**src/rtl/drag_pkg.sv**
```systemverilog
// Shared definitions for the drag-race tree and the racer-side timer.
// The state encoding matches the tree's encoding.
package drag_pkg;

  typedef enum logic [2:0] {
    ST_IDLE  = 3'd0,
    ST_ARMED = 3'd1,
    ST_REACT = 3'd2,
    ST_RUN   = 3'd3,
    ST_DONE  = 3'd4,
    ST_FOUL  = 3'd5,
    ST_TOUT  = 3'd6
  } state_t;

  localparam int TICK_DIV_DEF  = 50_000;
  localparam int RT_W_DEF      = 12;
  localparam int ET_W_DEF      = 16;
  localparam int MAX_ET_MS_DEF = 20_000;

  function automatic logic is_timing(input state_t st);
    return (st == ST_REACT) || (st == ST_RUN);
  endfunction

endpackage

```
**src/rtl/drag_race_timer_if.sv**
```systemverilog
// Tree/racer signal bundle: lights and beams in, timing results and status out.
interface drag_race_timer_if
  import drag_pkg::*;
#(
  parameter int RT_W = RT_W_DEF,
  parameter int ET_W = ET_W_DEF
) ();

  logic            GRN;
  logic            RED;
  logic            SB;
  logic            FB;
  logic [RT_W-1:0] RT_MS;
  logic [ET_W-1:0] ET_MS;
  logic            Busy;
  logic            Done;
  logic            Foul;
  logic            Timeout;

  modport master (
    output GRN, RED, SB, FB,
    input  RT_MS, ET_MS, Busy, Done, Foul, Timeout
  );

  modport slave (
    input  GRN, RED, SB, FB,
    output RT_MS, ET_MS, Busy, Done, Foul, Timeout
  );

endinterface

```
**src/rtl/ms_tick_gen.sv**
```systemverilog
// Free-running prescaler that raises Tick for one cycle every TICK_DIV clocks.
// Clr restarts the period so the first tick comes a full period after it.
module ms_tick_gen
  import drag_pkg::*;
#(
  parameter int TICK_DIV = TICK_DIV_DEF
) (
  input  logic Clock,
  input  logic Reset,
  input  logic Clr,
  output logic Tick
);

  localparam int              CNT_W = (TICK_DIV > 1) ? $clog2(TICK_DIV) : 1;
  localparam logic [CNT_W-1:0] LAST = CNT_W'(TICK_DIV - 1);

  logic [CNT_W-1:0] cnt_r;

  // Period counter, wraps on the tick cycle.
  always_ff @(posedge Clock) begin
    if (!Reset) begin
      cnt_r <= '0;
    end else if (Clr) begin
      cnt_r <= '0;
    end else if (cnt_r == LAST) begin
      cnt_r <= '0;
    end else begin
      cnt_r <= cnt_r + CNT_W'(1);
    end
  end

  assign Tick = (cnt_r == LAST);

endmodule

```
**src/rtl/drag_race_timer.sv**
```systemverilog
// Racer-side timer: reaction time (green -> stage-beam exit) and elapsed time
// (stage-beam exit -> finish-beam break) in ms, plus foul and timeout status.
module drag_race_timer
  import drag_pkg::*;
#(
  parameter int TICK_DIV  = TICK_DIV_DEF,
  parameter int RT_W      = RT_W_DEF,
  parameter int ET_W      = ET_W_DEF,
  parameter int MAX_ET_MS = MAX_ET_MS_DEF
) (
  input  logic              Clock,
  input  logic              Reset,
  drag_race_timer_if.slave  bus
);

  localparam logic [RT_W-1:0] RT_MAX   = '1;
  localparam logic [ET_W-1:0] ET_LIMIT = ET_W'(MAX_ET_MS);

  logic            sb_meta_r, sb_sync_r;
  logic            fb_meta_r, fb_sync_r, fb_prev_r;
  logic            finish_s;
  logic            tick_s;
  logic            clr_s;
  state_t          state_r, state_nx;
  logic [RT_W-1:0] rt_r, rt_nx;
  logic [ET_W-1:0] et_r, et_nx;
  logic            busy_r, done_r, foul_r, tout_r;

  // Beam synchronisers and finish-beam edge history.
  always_ff @(posedge Clock) begin
    if (!Reset) begin
      sb_meta_r <= 1'b0;
      sb_sync_r <= 1'b0;
      fb_meta_r <= 1'b0;
      fb_sync_r <= 1'b0;
      fb_prev_r <= 1'b0;
    end else begin
      sb_meta_r <= bus.SB;
      sb_sync_r <= sb_meta_r;
      fb_meta_r <= bus.FB;
      fb_sync_r <= fb_meta_r;
      fb_prev_r <= fb_sync_r;
    end
  end

  // A beam already broken when RUN starts is not a finish; only a rising edge is.
  assign finish_s = fb_sync_r & ~fb_prev_r;
  assign clr_s    = (state_nx != state_r) && is_timing(state_nx);

  ms_tick_gen #(.TICK_DIV(TICK_DIV)) u_tick (
    .Clock (Clock),
    .Reset (Reset),
    .Clr   (clr_s),
    .Tick  (tick_s)
  );

  // Next-state logic; RED outranks every other input while staged or reacting.
  always_comb begin
    state_nx = state_r;
    case (state_r)
      ST_IDLE: begin
        if (sb_sync_r) state_nx = ST_ARMED;
        else           state_nx = ST_IDLE;
      end
      ST_ARMED: begin
        if (bus.RED)        state_nx = ST_FOUL;
        else if (bus.GRN)   state_nx = ST_REACT;
        else if (!sb_sync_r) state_nx = ST_IDLE;
        else                state_nx = ST_ARMED;
      end
      ST_REACT: begin
        if (bus.RED)         state_nx = ST_FOUL;
        else if (!sb_sync_r) state_nx = ST_RUN;
        else                 state_nx = ST_REACT;
      end
      ST_RUN: begin
        if (finish_s)              state_nx = ST_DONE;
        else if (et_r == ET_LIMIT) state_nx = ST_TOUT;
        else                       state_nx = ST_RUN;
      end
      ST_DONE: state_nx = ST_DONE;
      ST_FOUL: state_nx = ST_FOUL;
      ST_TOUT: state_nx = ST_TOUT;
      default: state_nx = ST_IDLE;
    endcase
  end

  // Counter updates; a tick on the exit cycle is still counted.
  always_comb begin
    rt_nx = rt_r;
    et_nx = et_r;
    if ((state_r == ST_ARMED) && (state_nx == ST_REACT)) begin
      rt_nx = '0;
    end else if ((state_r == ST_REACT) && tick_s && (rt_r != RT_MAX)) begin
      rt_nx = rt_r + RT_W'(1);
    end else begin
      rt_nx = rt_r;
    end
    if ((state_r == ST_REACT) && (state_nx == ST_RUN)) begin
      et_nx = '0;
    end else if ((state_r == ST_RUN) && tick_s && (et_r != ET_LIMIT)) begin
      et_nx = et_r + ET_W'(1);
    end else begin
      et_nx = et_r;
    end
  end

  // State, results and status flags, all decoded from the next state so they align with it.
  always_ff @(posedge Clock) begin
    if (!Reset) begin
      state_r <= ST_IDLE;
      rt_r    <= '0;
      et_r    <= '0;
      busy_r  <= 1'b0;
      done_r  <= 1'b0;
      foul_r  <= 1'b0;
      tout_r  <= 1'b0;
    end else begin
      state_r <= state_nx;
      rt_r    <= rt_nx;
      et_r    <= et_nx;
      busy_r  <= is_timing(state_nx);
      done_r  <= (state_nx == ST_DONE);
      foul_r  <= (state_nx == ST_FOUL);
      tout_r  <= (state_nx == ST_TOUT);
    end
  end

  assign bus.RT_MS   = rt_r;
  assign bus.ET_MS   = et_r;
  assign bus.Busy    = busy_r;
  assign bus.Done    = done_r;
  assign bus.Foul    = foul_r;
  assign bus.Timeout = tout_r;

endmodule

```
**src/flat_wrapper.sv**
```systemverilog
// flat-port wrapper written by rule: the top's interface ports become plain ports
module drag_race_timer_flat import drag_pkg::*;
#(
  parameter int TICK_DIV  = TICK_DIV_DEF,
  parameter int RT_W      = RT_W_DEF,
  parameter int ET_W      = ET_W_DEF,
  parameter int MAX_ET_MS = MAX_ET_MS_DEF
)
  (Clock, Reset, bus_GRN, bus_RED, bus_SB, bus_FB, bus_RT_MS, bus_ET_MS, bus_Busy, bus_Done, bus_Foul, bus_Timeout);
  drag_race_timer_if #(.RT_W(RT_W), .ET_W(ET_W)) bus_i ();
  input  logic Clock;
  input  logic Reset;
  input wire logic [$bits(bus_i.GRN)-1:0] bus_GRN;
  input wire logic [$bits(bus_i.RED)-1:0] bus_RED;
  input wire logic [$bits(bus_i.SB)-1:0] bus_SB;
  input wire logic [$bits(bus_i.FB)-1:0] bus_FB;
  output wire logic [$bits(bus_i.RT_MS)-1:0] bus_RT_MS;
  output wire logic [$bits(bus_i.ET_MS)-1:0] bus_ET_MS;
  output wire logic [$bits(bus_i.Busy)-1:0] bus_Busy;
  output wire logic [$bits(bus_i.Done)-1:0] bus_Done;
  output wire logic [$bits(bus_i.Foul)-1:0] bus_Foul;
  output wire logic [$bits(bus_i.Timeout)-1:0] bus_Timeout;
  assign bus_i.GRN = bus_GRN;
  assign bus_i.RED = bus_RED;
  assign bus_i.SB = bus_SB;
  assign bus_i.FB = bus_FB;
  assign bus_RT_MS = bus_i.RT_MS;
  assign bus_ET_MS = bus_i.ET_MS;
  assign bus_Busy = bus_i.Busy;
  assign bus_Done = bus_i.Done;
  assign bus_Foul = bus_i.Foul;
  assign bus_Timeout = bus_i.Timeout;
  drag_race_timer #(.TICK_DIV(TICK_DIV), .RT_W(RT_W), .ET_W(ET_W), .MAX_ET_MS(MAX_ET_MS)) u_core (.Clock(Clock), .Reset(Reset), .bus(bus_i));
endmodule
```
**config.mk**
```make
export PLATFORM = sky130hd
export DESIGN_NAME = drag_race_timer_flat
export DESIGN_NICKNAME = d
export VERILOG_FILES = /design/src/rtl/drag_pkg.sv /design/src/rtl/drag_race_timer_if.sv /design/src/rtl/ms_tick_gen.sv /design/src/rtl/drag_race_timer.sv /design/src/flat_wrapper.sv
export SDC_FILE = /design/constraint.sdc
export NUM_CORES = 1
export LEC_CHECK = 0
export CORE_AREA = 2 2 101 54
export DETAILED_ROUTE_END_ITERATION = 16
export DIE_AREA = 0 0 103 56
export PLACE_DENSITY = 0.91
export SLEW_MARGIN = 30
export SYNTH_ARGS = -nofsm -noshare
export SYNTH_HDL_FRONTEND = slang
export SYNTH_HIERARCHICAL = 1
export SYNTH_SLANG_ARGS = --single-unit
```
**constraint.sdc**
```tcl
create_clock -name Clock -period 5.86 [get_ports Clock]
set_input_delay 1.172 -clock Clock [delete_from_list [all_inputs] [get_ports Clock]]
set_output_delay 1.172 -clock Clock [all_outputs]
set_load 0.02 [all_outputs]
```
# Word-level counts from Yosys, hierarchy flattened
# Index checks and enable logic that the tools add are counted.
[op_classes] add_sub_neg=3 multipliers=0 n_div=0 n_lt_le_gt_ge=0 eq_ne=16 shift=0 muxes=8 n_bitwise=3 reduce_logical=12
[op_table] operator="adder 16 x 1 -> 16 bit, second input constant" count=2
[op_table] operator="case mux 3 bit (7 select lines)" count=1
[op_table] operator="== test 3 bit, second input constant" count=6
[op_table] operator="== test 16 x 15 -> 1 bit, second input constant" count=1
[op_table] operator="== test 16 bit, second input constant" count=1
[op_table] operator="inequality test 16 x 15 -> 1 bit, second input constant" count=1
[op_table] operator="2-to-1 mux 3 bit" count=5
[op_table] operator="adder 12 x 1 -> 12 bit, second input constant" count=1
[op_table] operator="== test 3 x 2 -> 1 bit, second input constant" count=4
[op_table] operator="inequality test 12 bit, second input constant" count=1
[op_table] operator="logical AND 1 bit" count=7
[op_table] operator="OR reduction 2 bit" count=2
[op_table] operator="== test 3 x 1 -> 1 bit, second input constant" count=1
[op_table] operator="logical NOT 3 bit" count=1
[op_table] operator="inequality test 3 bit" count=1
[op_table] operator="OR reduction 3 bit" count=1
[op_table] operator="2-to-1 mux 1 bit" count=2
[op_table] operator="inverter 1 bit" count=2
[op_table] operator="bitwise AND 1 bit" count=1
[op_table] operator="logical OR 1 bit" count=1
[word_totals] regBits=56 latch_bits=0 mem_bits_rw=0 mem_bits_ro=0 wordCells=55 mem_count=0

# Logic depth before layout (Yosys ltp)
[depth] word_depth=8 mapped_depth=10 depth_no_buf=9

# Cells and area by module
# Netlist, hierarchy kept.
[modules_own_cells] module="drag_race_timer" instances=1 cells_per_inst=215 area_per_inst_um2=2013.2 seq_area_each_um2=800.8
[modules_own_cells] module="ms_tick_gen" instances=1 cells_per_inst=80 area_per_inst_um2=799.5 seq_area_each_um2=320.3

# Least setup slack after synthesis
# Ideal clock, no wire load.
[synth_timing] path_kind="input -> register" start="input bus_GRN" end="register u_core.u_tick.cnt_r[10]" setup_time_ns=0.064 t_arrival_ns=2.403 required_ns=5.796 path_slack_ns=3.393 path_stages=8 path_buffers=1 cell_sequence="nand2b_1 > a21oi_1 > o21ai_0 > a21boi_4 > o21ba_2 > nand3b_4 > buf_6 > nor2_1"
[synth_via] elab_chain_len=7 word_cells_on_any_way=9 cone_classes="3 x eq/ne; 3 x mux; 3 x reduce/logical"
[synth_lines] item="start: declaration" line_no="flat_wrapper.sv:13" rtl="input wire logic [$bits(bus_i.GRN)-1:0] bus_GRN;"
[synth_lines] item="2-to-1 mux 3 bit (*)" line_no="drag_race_timer.sv:67" rtl="else if (bus.GRN) state_nx = ST_REACT;"
[synth_lines] item="2-to-1 mux 3 bit (*)" line_no="drag_race_timer.sv:66" rtl="if (bus.RED) state_nx = ST_FOUL;"
[synth_lines] item="case mux 3 bit (7 select lines) (*)" line_no="drag_race_timer.sv:60" rtl="case (state_r)"
[synth_lines] item="== test 3 x 2 -> 1 bit" line_no="drag_pkg.sv:21" rtl="return (st == ST_REACT) || (st == ST_RUN);"
[synth_lines] item="logical OR 1 bit" line_no="drag_pkg.sv:21"
[synth_lines] item="logical AND 1 bit (*)" line_no="drag_race_timer.sv:48" rtl="assign clr_s = (state_nx != state_r) && is_timing(state_nx);"
[synth_lines] item="named net u_core.clr_s" line_no="drag_race_timer.sv:23" rtl="logic clr_s;"
[synth_lines] item="OR reduction 3 bit (no line) (*)"
[synth_lines] item="end signal: assignment" line_no="ms_tick_gen.sv:28" rtl="cnt_r <= cnt_r + CNT_W'(1);"
[synth_lines] item="end: declaration" line_no="ms_tick_gen.sv:17" rtl="logic [CNT_W-1:0] cnt_r;"
# The timed path passes the listed nets; every way through them passes the cells marked *.
# A chain may end at the register's enable or synchronous reset.

# Worst setup path after layout
[layout_timing] start="input bus_RED" end="register u_core.u_tick.cnt_r[4]"
[layout_via] elab_chain_len=6 word_cells_on_any_way=9 cone_classes="3 x eq/ne; 3 x mux; 3 x reduce/logical"
[layout_lines] item="start: declaration" line_no="flat_wrapper.sv:14" rtl="input wire logic [$bits(bus_i.RED)-1:0] bus_RED;"
[layout_lines] item="2-to-1 mux 3 bit (on tied branches)" line_no="drag_race_timer.sv:72, drag_race_timer.sv:66"
[layout_lines] item="case mux 3 bit (7 select lines) (*)" line_no="drag_race_timer.sv:60"
[layout_lines] item="== test 3 x 2 -> 1 bit" line_no="drag_pkg.sv:21"
[layout_lines] item="logical OR 1 bit" line_no="drag_pkg.sv:21"
[layout_lines] item="logical AND 1 bit (*)" line_no="drag_race_timer.sv:48"
[layout_lines] item="named net u_core.clr_s" line_no="drag_race_timer.sv:23"
[layout_lines] item="OR reduction 3 bit (no line) (*)"
# Marked as above.

==> impl_summary.md <==
Clocking
The quantity of hold-fixing buffers added after cts is 0. The maximum level of the CTS H-tree is 2. The number of gates resized after CTS was 0. The source-to-sink clock delay at the later pin of the worst-skew pair is between 0.3 and 0.4 ns. Clock tree synthesis selected as its root buffer the cell sky130_fd_sc_hd__clkbuf_8. The TritonCTS buffer count is 5. After clock tree synthesis, the clock-pin slew on the worst setup and hold paths is approximately 0.1 ns. The CTS tree is yes.

The setup fix buffers added after clock tree synthesis is 0. The longest clock path from root to sink contains 2 buffers. The total number of clock tree sinks is 56.

Die
After floorplanning, the core was sized to cover 4820 sq um. The initialized floorplan defines 18 standard-cell rows. The floorplan die area is 5770 sq um.

The die boundary width is between 100 and 150 um. The initial utilization of the core area, before any placement, comes to 0.584. The floorplan step set the die height to 56 um. The top-level I/O count is 38.

Detailed routing
The detailed router's first-iteration violation count is about 110. Across all layers, the routed design uses ~2,200 vias. The post-detailed-route via-to-cell ratio is ~5.4. The final routed DRC violation total is 0. The final layout contains routed wiring with a total length of 5330 um. Once detail routing completed, the nets flagged for antenna violations numbered 0. For this run, the detailed router's first-pass iteration total came to 4. The final routed wire length divided by cell count is about 13 um.

Timing
The transition time of the tightest slew-check pin is just under 0.8 ns. In this run the tightest slew margin relative to its limit is 0.479. Setup repair after global routing left no endpoint under its margin. On the final layout, the worst clock skew is ~0.011 ns.

Setup violations remaining at the end of the flow were counted as 0. The highest clock frequency the design can meet is 322 MHz. The max-slew violation total from the final report is 0. The post-route fraction of the period consumed by the critical path is 0.529. The tightest hold path in the finished design has a slack of around 0.45 ns. After routing, the total negative slack on setup checks comes to 0 ns. The final critical-path required period is 3.10 ns. The final-report hold violation count was 0.

Critical path
Data arrives at the worst endpoint at about 3.3 ns. STA classifies the critical path startpoint as an input port. For this design, the slowest cell found on the critical path is sky130_fd_sc_hd__a21boi_4. The largest single stage delay on the critical path is 0.58 ns.

Data on the critical path is required at its endpoint by a little over 6 ns. The peak fanout along the critical path is 17. The critical path goes through clkdlybuf4s50_1, inv_1, a32oi_1, o21ai_0, a21boi_4, o21ba_2, nand3b_4, nor2_1.

The top cell family by delay on the critical path is compound AO/OA/AOI/OAI gates. The critical path start-end classification is in -> reg. Together, buffers and inverters on the worst path number 2. The type of element capturing the critical path is a flop.

Synthesis
The mapped netlist covers about 2800 sq um. In the synthesized netlist, the number of instances is about 300. The number of nets handed over by synthesis was 305. The number of library cell types mapped by synthesis is 51. The average cell area after synthesis is between 9 and 10 sq um. During synthesis, Yosys emitted a total of 6 warnings. Among all flip-flop cells after synthesis, the most frequent one is sky130_fd_sc_hd__dfxtp_1. Of the synthesized area, sequential elements account for 0.399. The synthesized design contains 0 enable-type register cells. The number of storage elements in the synthesis netlist is 56.

The share of synthesized flip-flops with an asynchronous set or reset is 0.

Run status
The run finished with clean final reports.

Min path
The min-delay analysis places its worst path in the category reg -> reg.

Global route
The number of global-route vias before repair is about 2,100. Across every metal layer, demand over resource in global routing totals 0.201. The global-route wire length before repair is between 9000 and 10,000 um. The number of antenna violations at the first check in global routing is 0. The overflow left after global routing is 0. Entering global routing, the biggest net connects 28 pins.

Layout
The post-layout net count is 341. In the layout the commonest cells are sky130_fd_sc_hd__dfxtp_1, sky130_fd_sc_hd__clkdlybuf4s50_1, sky130_fd_sc_hd__nor2_1. The area growth from synthesis to layout is 18.0%. The library cell used most frequently in the layout, excluding fill and tap cells, is sky130_fd_sc_hd__dfxtp_1. The share of final-layout standard cells stronger than drive strength 1 is 0.139.

The repair_antennas step left the layout with diodes totalling 0.

Power and ir drop
The power per unit of standard cell area is 192 nW/um^2. The worst IR drop on VDD is about 0.00018 V. The overall power after layout is roughly 0.00064 W. The analysis attributes to cell leakage a power of between 1 and 1.5 nW.

Placement
The quantity of I/O buffers inserted on ports is 37. The wire-length estimate of the detail-placed layout is approximately 3800 um. Routability-driven placement finished with a final weighted congestion of around 0.84.

Run
The tool flagged a number of max-cap violations equal to 0.
worst paths after layout:
path                          startpoint                endpoint  slack, ns  cells after the start
hold reg to reg         u_core/sb_meta_r        u_core/sb_sync_r       0.45                      1
setup / recovery                 bus_RED  u_core/u_tick/cnt_r[4]       2.76                      8
hold / removal          u_core/sb_meta_r        u_core/sb_sync_r       0.45                      1
setup reg to reg  u_core/u_tick/cnt_r[0]    u_core/bus.ET_MS[14]       3.27                      9
synthesized netlist by cell type, drive strengths merged, types with 2 or more instances:
cell | n | share of area
a21oi | 6 | 0.011
and2 | 8 | 0.018
and3 | 6 | 0.014
and4bb | 3 | 0.013
buf | 5 | 0.014
clkbuf | 4 | 0.0053
dfxtp | 56 | 0.40
ha | 4 | 0.018
inv | 13 | 0.017
mux2i | 5 | 0.018
nand2 | 14 | 0.019
nand2b | 4 | 0.0089
nand3 | 18 | 0.038
nand4 | 8 | 0.022
nor2 | 34 | 0.049
nor2b | 3 | 0.0067
nor3 | 12 | 0.021
nor3b | 18 | 0.066
nor4 | 6 | 0.030
o211ai | 2 | 0.0053
o21ai | 9 | 0.016
or3 | 6 | 0.015
xnor2 | 24 | 0.075
xor2 | 11 | 0.034
registers in the layout (all words and copies together), names as in the netlist, 3 cells and up:
register             flops
u_core/u_tick/cnt_r     16
u_core/state_r           3
u_core/bus.ET_MS        16
u_core/bus.RT_MS        12
layer usage:
metal | track usage | up-vias | wire length, um
met1 | 0.262 | 1047 | 2490
li1 | - | 1097 | -
met4 | 0.0564 | 0 | 31
met3 | 0.0477 | 4 | 170
met2 | 0.331 | 34 | 2630
met5 | 0 | - | 0
per-stage QoR:
stage          setup slack (ns)  instance area [sq um]   util  std cells
2_1_floorplan              3.39                   2810      -        295
3_3_place_gp               2.52                   3220  0.669        394
3_5_place_dp               2.42                   3220  0.669        394
4_1_cts                    2.75                   3310  0.687        402
5_1_grt                    2.62                   3320  0.688        402
6_report                   2.76                   3320  0.688        402
worst reg2reg max path: stages (launching register included):
cell	delay, ns
sky130_fd_sc_hd__dfxtp_1	0.41
sky130_fd_sc_hd__ha_1	0.23
sky130_fd_sc_hd__and3_1	0.25
sky130_fd_sc_hd__nand4_2	0.15
sky130_fd_sc_hd__inv_1	0.13
sky130_fd_sc_hd__nand4b_1	0.25
sky130_fd_sc_hd__or3_1	0.55
sky130_fd_sc_hd__nor3_1	0.27
sky130_fd_sc_hd__xnor2_1	0.16
sky130_fd_sc_hd__nor3b_2	0.06
power breakdown:
group	internal (W)	leakage, nW	switching [W]
sequential	0.000386	0.453	0.00000651
combinational	0.0000157	0.578	0.0000171
clock	0.0000850	0.0445	0.000126
area by class of cell:
type / count / area, sq um
Tap cell: 70 / 87.6
Sequential cell: 56 / 1120
Fill cell: 358 / 1500
Timing Repair Buffer: 38 / 378
Inverter: 13 / 48.8
Clock buffer: 5 / 68.8
Clock inverter: 3 / 21.3
Multi-Input combinational cell: 217 / 1590
kinds of logic (layout without fill, tap and decap cells):
kind of cell | Yosys count | after routing | synth area share
AOI/OAI and AO/OA | 24 | 24 | 0.0596
and+or+nand+nor | 149 | 149 | 0.360
xor gates and xnor gates | 35 | 35 | 0.109
buffers and inverters | 22 | 59 | 0.0369
muxes | 5 | 5 | 0.0178
adders and majority gates | 4 | 4 | 0.0178
DFF | 56 | 56 | 0.399
Power figures use the tool's default switching activity.
